**src/rtl/ps2_host_tx.sv**
```systemverilog
// PS/2 host-to-device transmitter: inhibit, request-to-send, then shifts one
// odd-parity frame out on device clock falls and checks the device ACK.
`timescale 1ns/1ps
module ps2_host_tx #(
  parameter int unsigned INHIBIT_CYCLES       = 7800,
  parameter int unsigned START_TIMEOUT_CYCLES = 975000,
  parameter int unsigned XFER_TIMEOUT_CYCLES  = 130000,
  parameter int unsigned FILTER_LEN           = 8
) (
  input  logic       clk,
  input  logic       rst,
  input  logic [7:0] tx_data,
  input  logic       tx_start,
  input  logic       ps2_clk_in,
  input  logic       ps2_data_in,
  output logic       ps2_clk_oe,
  output logic       ps2_data_oe,
  output logic       tx_busy,
  output logic       tx_done,
  output logic       tx_err,
  output logic [1:0] err_code
);

  localparam int unsigned TMAX = (INHIBIT_CYCLES > START_TIMEOUT_CYCLES) ?
                                 INHIBIT_CYCLES : START_TIMEOUT_CYCLES;
  localparam int unsigned TW = $clog2(TMAX + 1);
  localparam int unsigned XW = $clog2(XFER_TIMEOUT_CYCLES + 1);
  localparam int unsigned FW = $clog2(FILTER_LEN + 1);

  typedef enum logic [2:0] {
    S_IDLE, S_INHIBIT, S_RTS, S_SHIFT, S_ACK, S_WAIT_IDLE, S_DONE, S_ERR
  } state_t;

  state_t          state, state_n;
  logic            clk_s1, clk_s2, dat_s1, dat_s2;
  logic            clk_filt, fall;
  logic [FW-1:0]   filt_cnt;
  logic [TW-1:0]   timer, timer_n, timer_inc;
  logic [XW-1:0]   xfer, xfer_n, xfer_inc;
  logic [3:0]      bit_idx, bit_idx_n;
  logic [9:0]      frame, frame_n;
  logic            data_pull, data_pull_n;
  logic [1:0]      err_code_n;
  logic            xfer_to;

  assign timer_inc = (timer == TW'(TMAX)) ? timer : timer + 1'b1;
  assign xfer_inc  = (xfer == XW'(XFER_TIMEOUT_CYCLES)) ? xfer : xfer + 1'b1;
  assign xfer_to   = (xfer >= XW'(XFER_TIMEOUT_CYCLES - 1));

  // Idle PS/2 lines are high, so synchronizers and filter reset to 1.
  always_ff @(posedge clk or negedge rst) begin
    if (!rst) begin
      clk_s1   <= 1'b1;
      clk_s2   <= 1'b1;
      dat_s1   <= 1'b1;
      dat_s2   <= 1'b1;
      clk_filt <= 1'b1;
      filt_cnt <= '0;
      fall     <= 1'b0;
    end else begin
      clk_s1 <= ps2_clk_in;
      clk_s2 <= clk_s1;
      dat_s1 <= ps2_data_in;
      dat_s2 <= dat_s1;
      if (clk_s2 == clk_filt) begin
        filt_cnt <= '0;
        fall     <= 1'b0;
      end else if (filt_cnt == FW'(FILTER_LEN - 1)) begin
        clk_filt <= clk_s2;
        filt_cnt <= '0;
        fall     <= ~clk_s2;
      end else begin
        filt_cnt <= filt_cnt + 1'b1;
        fall     <= 1'b0;
      end
    end
  end

  always_ff @(posedge clk or negedge rst) begin
    if (!rst) begin
      state     <= S_IDLE;
      timer     <= '0;
      xfer      <= '0;
      bit_idx   <= '0;
      frame     <= '0;
      data_pull <= 1'b0;
      err_code  <= '0;
    end else begin
      state     <= state_n;
      timer     <= timer_n;
      xfer      <= xfer_n;
      bit_idx   <= bit_idx_n;
      frame     <= frame_n;
      data_pull <= data_pull_n;
      err_code  <= err_code_n;
    end
  end

  always_comb begin
    state_n     = state;
    timer_n     = timer;
    xfer_n      = xfer;
    bit_idx_n   = bit_idx;
    frame_n     = frame;
    data_pull_n = data_pull;
    err_code_n  = err_code;
    ps2_clk_oe  = 1'b0;
    ps2_data_oe = 1'b0;
    tx_busy     = 1'b1;
    tx_done     = 1'b0;
    tx_err      = 1'b0;
    case (state)
      S_IDLE: begin
        tx_busy = 1'b0;
        if (tx_start) begin
          frame_n    = {1'b1, ~^tx_data, tx_data};
          err_code_n = '0;
          timer_n    = '0;
          state_n    = S_INHIBIT;
        end
      end
      S_INHIBIT: begin
        ps2_clk_oe = 1'b1;
        if (timer == TW'(INHIBIT_CYCLES - 1)) begin
          ps2_data_oe = 1'b1;
          data_pull_n = 1'b1;
          timer_n     = '0;
          state_n     = S_RTS;
        end else begin
          timer_n = timer_inc;
        end
      end
      S_RTS: begin
        ps2_data_oe = data_pull;
        // Transfer timer starts at 1 so it measures cycles since the fall strobe.
        if (fall) begin
          data_pull_n = ~frame[0];
          bit_idx_n   = 4'd1;
          xfer_n      = XW'(1);
          state_n     = S_SHIFT;
        end else if (timer == TW'(START_TIMEOUT_CYCLES - 1)) begin
          err_code_n = 2'b01;
          state_n    = S_ERR;
        end else begin
          timer_n = timer_inc;
        end
      end
      S_SHIFT: begin
        ps2_data_oe = data_pull;
        if (xfer_to) begin
          err_code_n = 2'b10;
          state_n    = S_ERR;
        end else begin
          xfer_n = xfer_inc;
          if (fall) begin
            data_pull_n = ~frame[bit_idx];
            bit_idx_n   = bit_idx + 1'b1;
            if (bit_idx == 4'd9) state_n = S_ACK;
          end
        end
      end
      S_ACK: begin
        ps2_data_oe = data_pull;
        if (xfer_to) begin
          err_code_n = 2'b10;
          state_n    = S_ERR;
        end else begin
          xfer_n = xfer_inc;
          if (fall) begin
            if (dat_s2) begin
              err_code_n = 2'b11;
              state_n    = S_ERR;
            end else begin
              state_n = S_WAIT_IDLE;
            end
          end
        end
      end
      S_WAIT_IDLE: begin
        if (xfer_to) begin
          err_code_n = 2'b10;
          state_n    = S_ERR;
        end else if (clk_filt && dat_s2) begin
          state_n = S_DONE;
        end else begin
          xfer_n = xfer_inc;
        end
      end
      S_DONE: begin
        tx_busy = 1'b0;
        tx_done = 1'b1;
        state_n = S_IDLE;
      end
      S_ERR: begin
        tx_busy = 1'b0;
        tx_err  = 1'b1;
        state_n = S_IDLE;
      end
      default: state_n = S_IDLE;
    endcase
  end

endmodule

```
**config.mk**
```make
export PLATFORM = sky130hd
export DESIGN_NAME = ps2_host_tx
export DESIGN_NICKNAME = d
export VERILOG_FILES = /design/src/rtl/ps2_host_tx.sv
export SDC_FILE = /design/constraint.sdc
export NUM_CORES = 1
export LEC_CHECK = 0
export CAP_MARGIN = 5
export CORE_MARGIN = 2
export CORE_UTILIZATION = 35
export CTS_BUF_LIST = sky130_fd_sc_hd__clkbuf_2 sky130_fd_sc_hd__clkbuf_4 sky130_fd_sc_hd__clkbuf_8
export DETAILED_ROUTE_END_ITERATION = 6
export HOLD_SLACK_MARGIN = 0.12
export PLACE_DENSITY_LB_ADDON = 0.08
export SYNTH_ARGS = -nofsm -noshare
export SYNTH_HDL_FRONTEND = slang
export SYNTH_SLANG_ARGS = --single-unit
```
**constraint.sdc**
```tcl
create_clock -name clk -period 1.8 [get_ports clk]
set_input_delay 0.36 -clock clk [delete_from_list [all_inputs] [get_ports clk]]
set_output_delay 0.36 -clock clk [all_outputs]
set_load 0.02 [all_outputs]
```
After elaboration in Yosys (flattened, before gate mapping) --
Cells that the tools add are included. Widths: inputs -> output; s select.
Word-level totals: bits in registers 67, input port bits 13
Operators by class: add/subtract/negate cells 4, magnitude comparators 2, eq/ne operators 32, multiplexer cells 54, bitwise operators 4, reductions and logical operators 21
Operators with widths (number):
- $mux 20 | 5
- $mux 17 | 5
- $pmux 20 s3 | 1
- $pmux 17 s3 | 1
- $eq 20x20->1 const B | 2
- $mux 3 | 11
- $ne 2x2->1 const B | 11
- $pmux 3 s7 | 1
- $add 20x1->20 const B | 1
- $eq 20x13->1 const B | 1
- $mux 4 | 5
- $ne 3x3->1 const B | 6
- $add 17x1->17 const B | 1
- $eq 17x17->1 const B | 1
- $ge 17x17->1 const B | 1
- $mux 2 | 8
- $reduce_and 7->1 | 2
- $eq 3x3->1 const B | 4
- $mux 1 | 12
- $reduce_and 5->1 | 2
- $reduce_bool 3->1 | 3
- $add 4x1->4 const B | 2
- $pmux 2 s4 | 1
- $pmux 4 s2 | 1
- 20 further kinds | 29

Logic depth before layout (Yosys ltp) --
word-level depth 6, mapped depth 9

Worst setup path after synthesis --
Ideal clock, no wire load.
kind flip-flop to output port, start point register timer[0], end point output ps2_data_oe, arrival time 1.736 ns, data required time 1.440 ns, path slack -0.296 ns, stages on the path, launching flop included 7, buffers on the path 0, cells stage by stage dfrtp_1 ha_1 and2_1 nand4b_2 nor3_2 a31oi_1 o21ai_0
On the way: cells in the longest elaborated chain, start to end 3
RTL lines:
- from (decl) | line 38 | logic [TW-1:0] timer, timer_n, timer_inc;
- from (signal assigned) | line 90 | timer <= timer_n;
- $eq 20x13->1 | line 124 | if (timer == TW'(INHIBIT_CYCLES - 1)) begin
- $mux 1 | line 124
- $pmux 1 s2 | line 112 | case (state)
- to (decl) | line 17 | output logic ps2_data_oe,
Every way passes these cells.

Worst setup path in the final report --
start point register timer[18], end point output ps2_data_oe
The elaborated chain is that of the path after synthesis.

==> results.txt <==
Iter 0 DRT Violations: 141
Max Cap Viol: 0
Worst vdd ir: 0.000622 V
Via-to-Cell Ratio: 5.18
DR WL/cell: 15.6 um
Drt pass-1 iters: 4
Area leader, netlist: dfrtp_1
F_max: 0.449 GHz
Fin. max-slew vios: 0
Die X: 112 um
NumNets Final: 604
Detailed placement HPWL: 7350 um
Die area: 12500 sq um
Arrival time worst endpoint: 1.87 ns
CTS tree: yes
CTS buffer count: 9
Area share of the largest cell type after synthesis: 38.2%
Worst-skew pair later-pin latency: 0.36 ns
Total GRT Usage: 18.8%
CTS sink count: 67
Normalized max-slew margin: 74.8%
Library cells used by synthesis: 65
Initial Util: 35.7%
Lkg Pwr: 0.00280 uW
Routed via count: 3773
Cell count after synthesis: 422
Endpoint type of the worst setup path: output port
Setup Crit Path Kind: flop to output port
Core Util, Final: 57.9%
Root Buffer: clkbuf_8
Hold Path Class: flop to flop
WL final: 11400 um
Pwr Total: 8760 uW
Fin crit share: 124%
# setup viols final: 45
Total power divided by cell area: 1330 nW/um^2
Crit path time final: 2.23 ns
RSZ-0062 raised after global routing: true
Outcome: finished with violations
Antenna Cells: 0
Flops & latches, synth: 67
Area contributors post-synth: dfrtp_1 38%, xnor2_1 5.0%, nor2_1 4.2%
Antenna violations before repair: 0
Critical path fanouts, max: 2
Largest net degree at the start of global routing: 68
Clock Pin Slew Worst Setup and Hold Paths: 0.08 ns
Synth async-reset ratio: 100%
Mapped Nets: 445
Hold Vio Cnt, Final: 0
Crit path setup slack, layout: -0.425 ns
Share of post-route cells with drive strength above 1: 50.5%
Vias in the first global route: 3948
First-pass GRT wire length: 19000 um
CP Launch Type: flop
Top Ports: 20
Final ANT Viol Nets: 0
Routability cong.: 0.828
Most common cell after layout, fill and taps aside: buf_4
Failing checks: setup timing
GR Overflow Total: 0
Most frequent cells in the layout: 108 x buf_4, 57 x dfrtp_1, 42 x nor2_1, 32 x buf_6, 28 x nand2_1
Clock skew: 0.0124 ns
Ys flop type: dfrtp_1
Core region area: 11400 sq um
Die Y: 112 um
Syn_area_per_cell: 9.62 sq um
Worst-margin pin slew: 0.377 ns
Post-synth EDFFs: 0
Post-synthesis sequential area ratio: 41.4%
Htree depth: 3
Input/output buffers: 19
CTS max path bufs: 2
Mapped Area: 4060 sq um
FP Rows: 39
Critical Path RT: 1.44 ns
# DRC: 0
YS warnings: 0
Area growth, synth to finish: 62.0%
timing repair:
action | in CTS | in global routing
setup endpoints to repair | 48 | 57
resized for setup | 139 | 67
pin swaps | 38 | 29
setup buffers | 24 | 11
hold buffers | 1 | 0
endpoints found under the hold margin | 62 | 0
cloned | 0 | 1
metrics by stage:
stage	worst slack, ns	area, sq um	cells	hold WS, ns	TNS [ns]
after floorplan	-0.0736	4180	422	0.0644	-0.657
after global placement	-0.503	5370	683	0.346	-6.56
after detailed placement	-0.504	5370	683	0.349	-7.14
after CTS	-0.439	6200	721	0.352	-6.90
after global routing	-0.563	6580	729	0.361	-13.08
final	-0.425	6580	729	0.348	-7.96
critical path, cell delays in order (launching register included):
cell and delay [ns]:
dfrtp_1 0.39, nor4b_2 0.27, nand3_1 0.18, nor3_4 0.24, a31oi_1 0.10, o21ai_1 0.16
buf_4 0.17
where the power goes:
group / switching [uW] / internal, uW
sequential: 218 / 1810
clock: 612 / 969
combinational: 2570 / 2590
layer usage:
metal  routed length (um)  track usage, %
met5                    0               0
met4                  209            7.98
met3                  237            3.27
met2                 5710            31.6
met1                 5200            23.7
cell usage after synthesis, types with 3 or more instances:
cell / count
inv_1: 17
o21ai_0: 28
o31ai_1: 6
a31oi_1: 6
buf_2: 11
nand2_1: 30
and3_1: 6
buf_4: 3
nor3_2: 6
nand4b_1: 4
dfrtp_1: 62
o31ai_2: 7
mux2i_1: 8
a2111oi_2: 4
nand2b_1: 5
nor3_1: 6
and2_1: 3
nand4_1: 12
a21oi_1: 21
o21ai_1: 6
a211oi_2: 3
nor2b_1: 5
nor2_1: 45
mux2_2: 13
xnor2_1: 23
dfstp_2: 5
nand3_1: 17
ha_1: 10
clkbuf_1: 3
cells by family after synthesis:
family	after synthesis	share of synthesized area, %
AND/OR/NAND/NOR	160	21.6
AO/OA/AOI/OAI	101	18.1
flip-flops	67	41.4
buffers and inverters	38	4.50
XOR/XNOR	23	4.96
multiplexers	22	6.13
adder cells (fa/ha/maj)	11	3.33
worst paths after layout:
path / startpoint / to / slack (ns) / cells past startpoint
min: dat_s1 / dat_s2 / 0.35 / 0
min in group asynchronous: rst / xfer[8] / 0.55 / 3
min reg2reg: dat_s1 / dat_s2 / 0.35 / 0
max in group asynchronous: rst / dat_s1 / 0.90 / 3
max: timer[18] / ps2_data_oe / -0.43 / 6
max reg2reg: timer[18] / state[2] / -0.27 / 8
layout make-up:
| type | instances | area, sq um |
|---|---|---|
| repair buffers | 167 | 1540 |
| clock inverters | 5 | 100 |
| fillers | 961 | 4790 |
| inverters | 18 | 71.3 |
| clock buffers | 11 | 145 |
| well taps | 143 | 179 |
| multi-input cells | 318 | 2860 |
| flip-flops and latches | 67 | 1690 |
registers in the layout (all words and copies together), names as in the netlist, 2 cells and up:
name and count:
bit_idx 4, err_code 2, filt_cnt 4, frame 10, state 3, timer 20
xfer 17
Note: power is estimated with default switching activity, not from simulation.
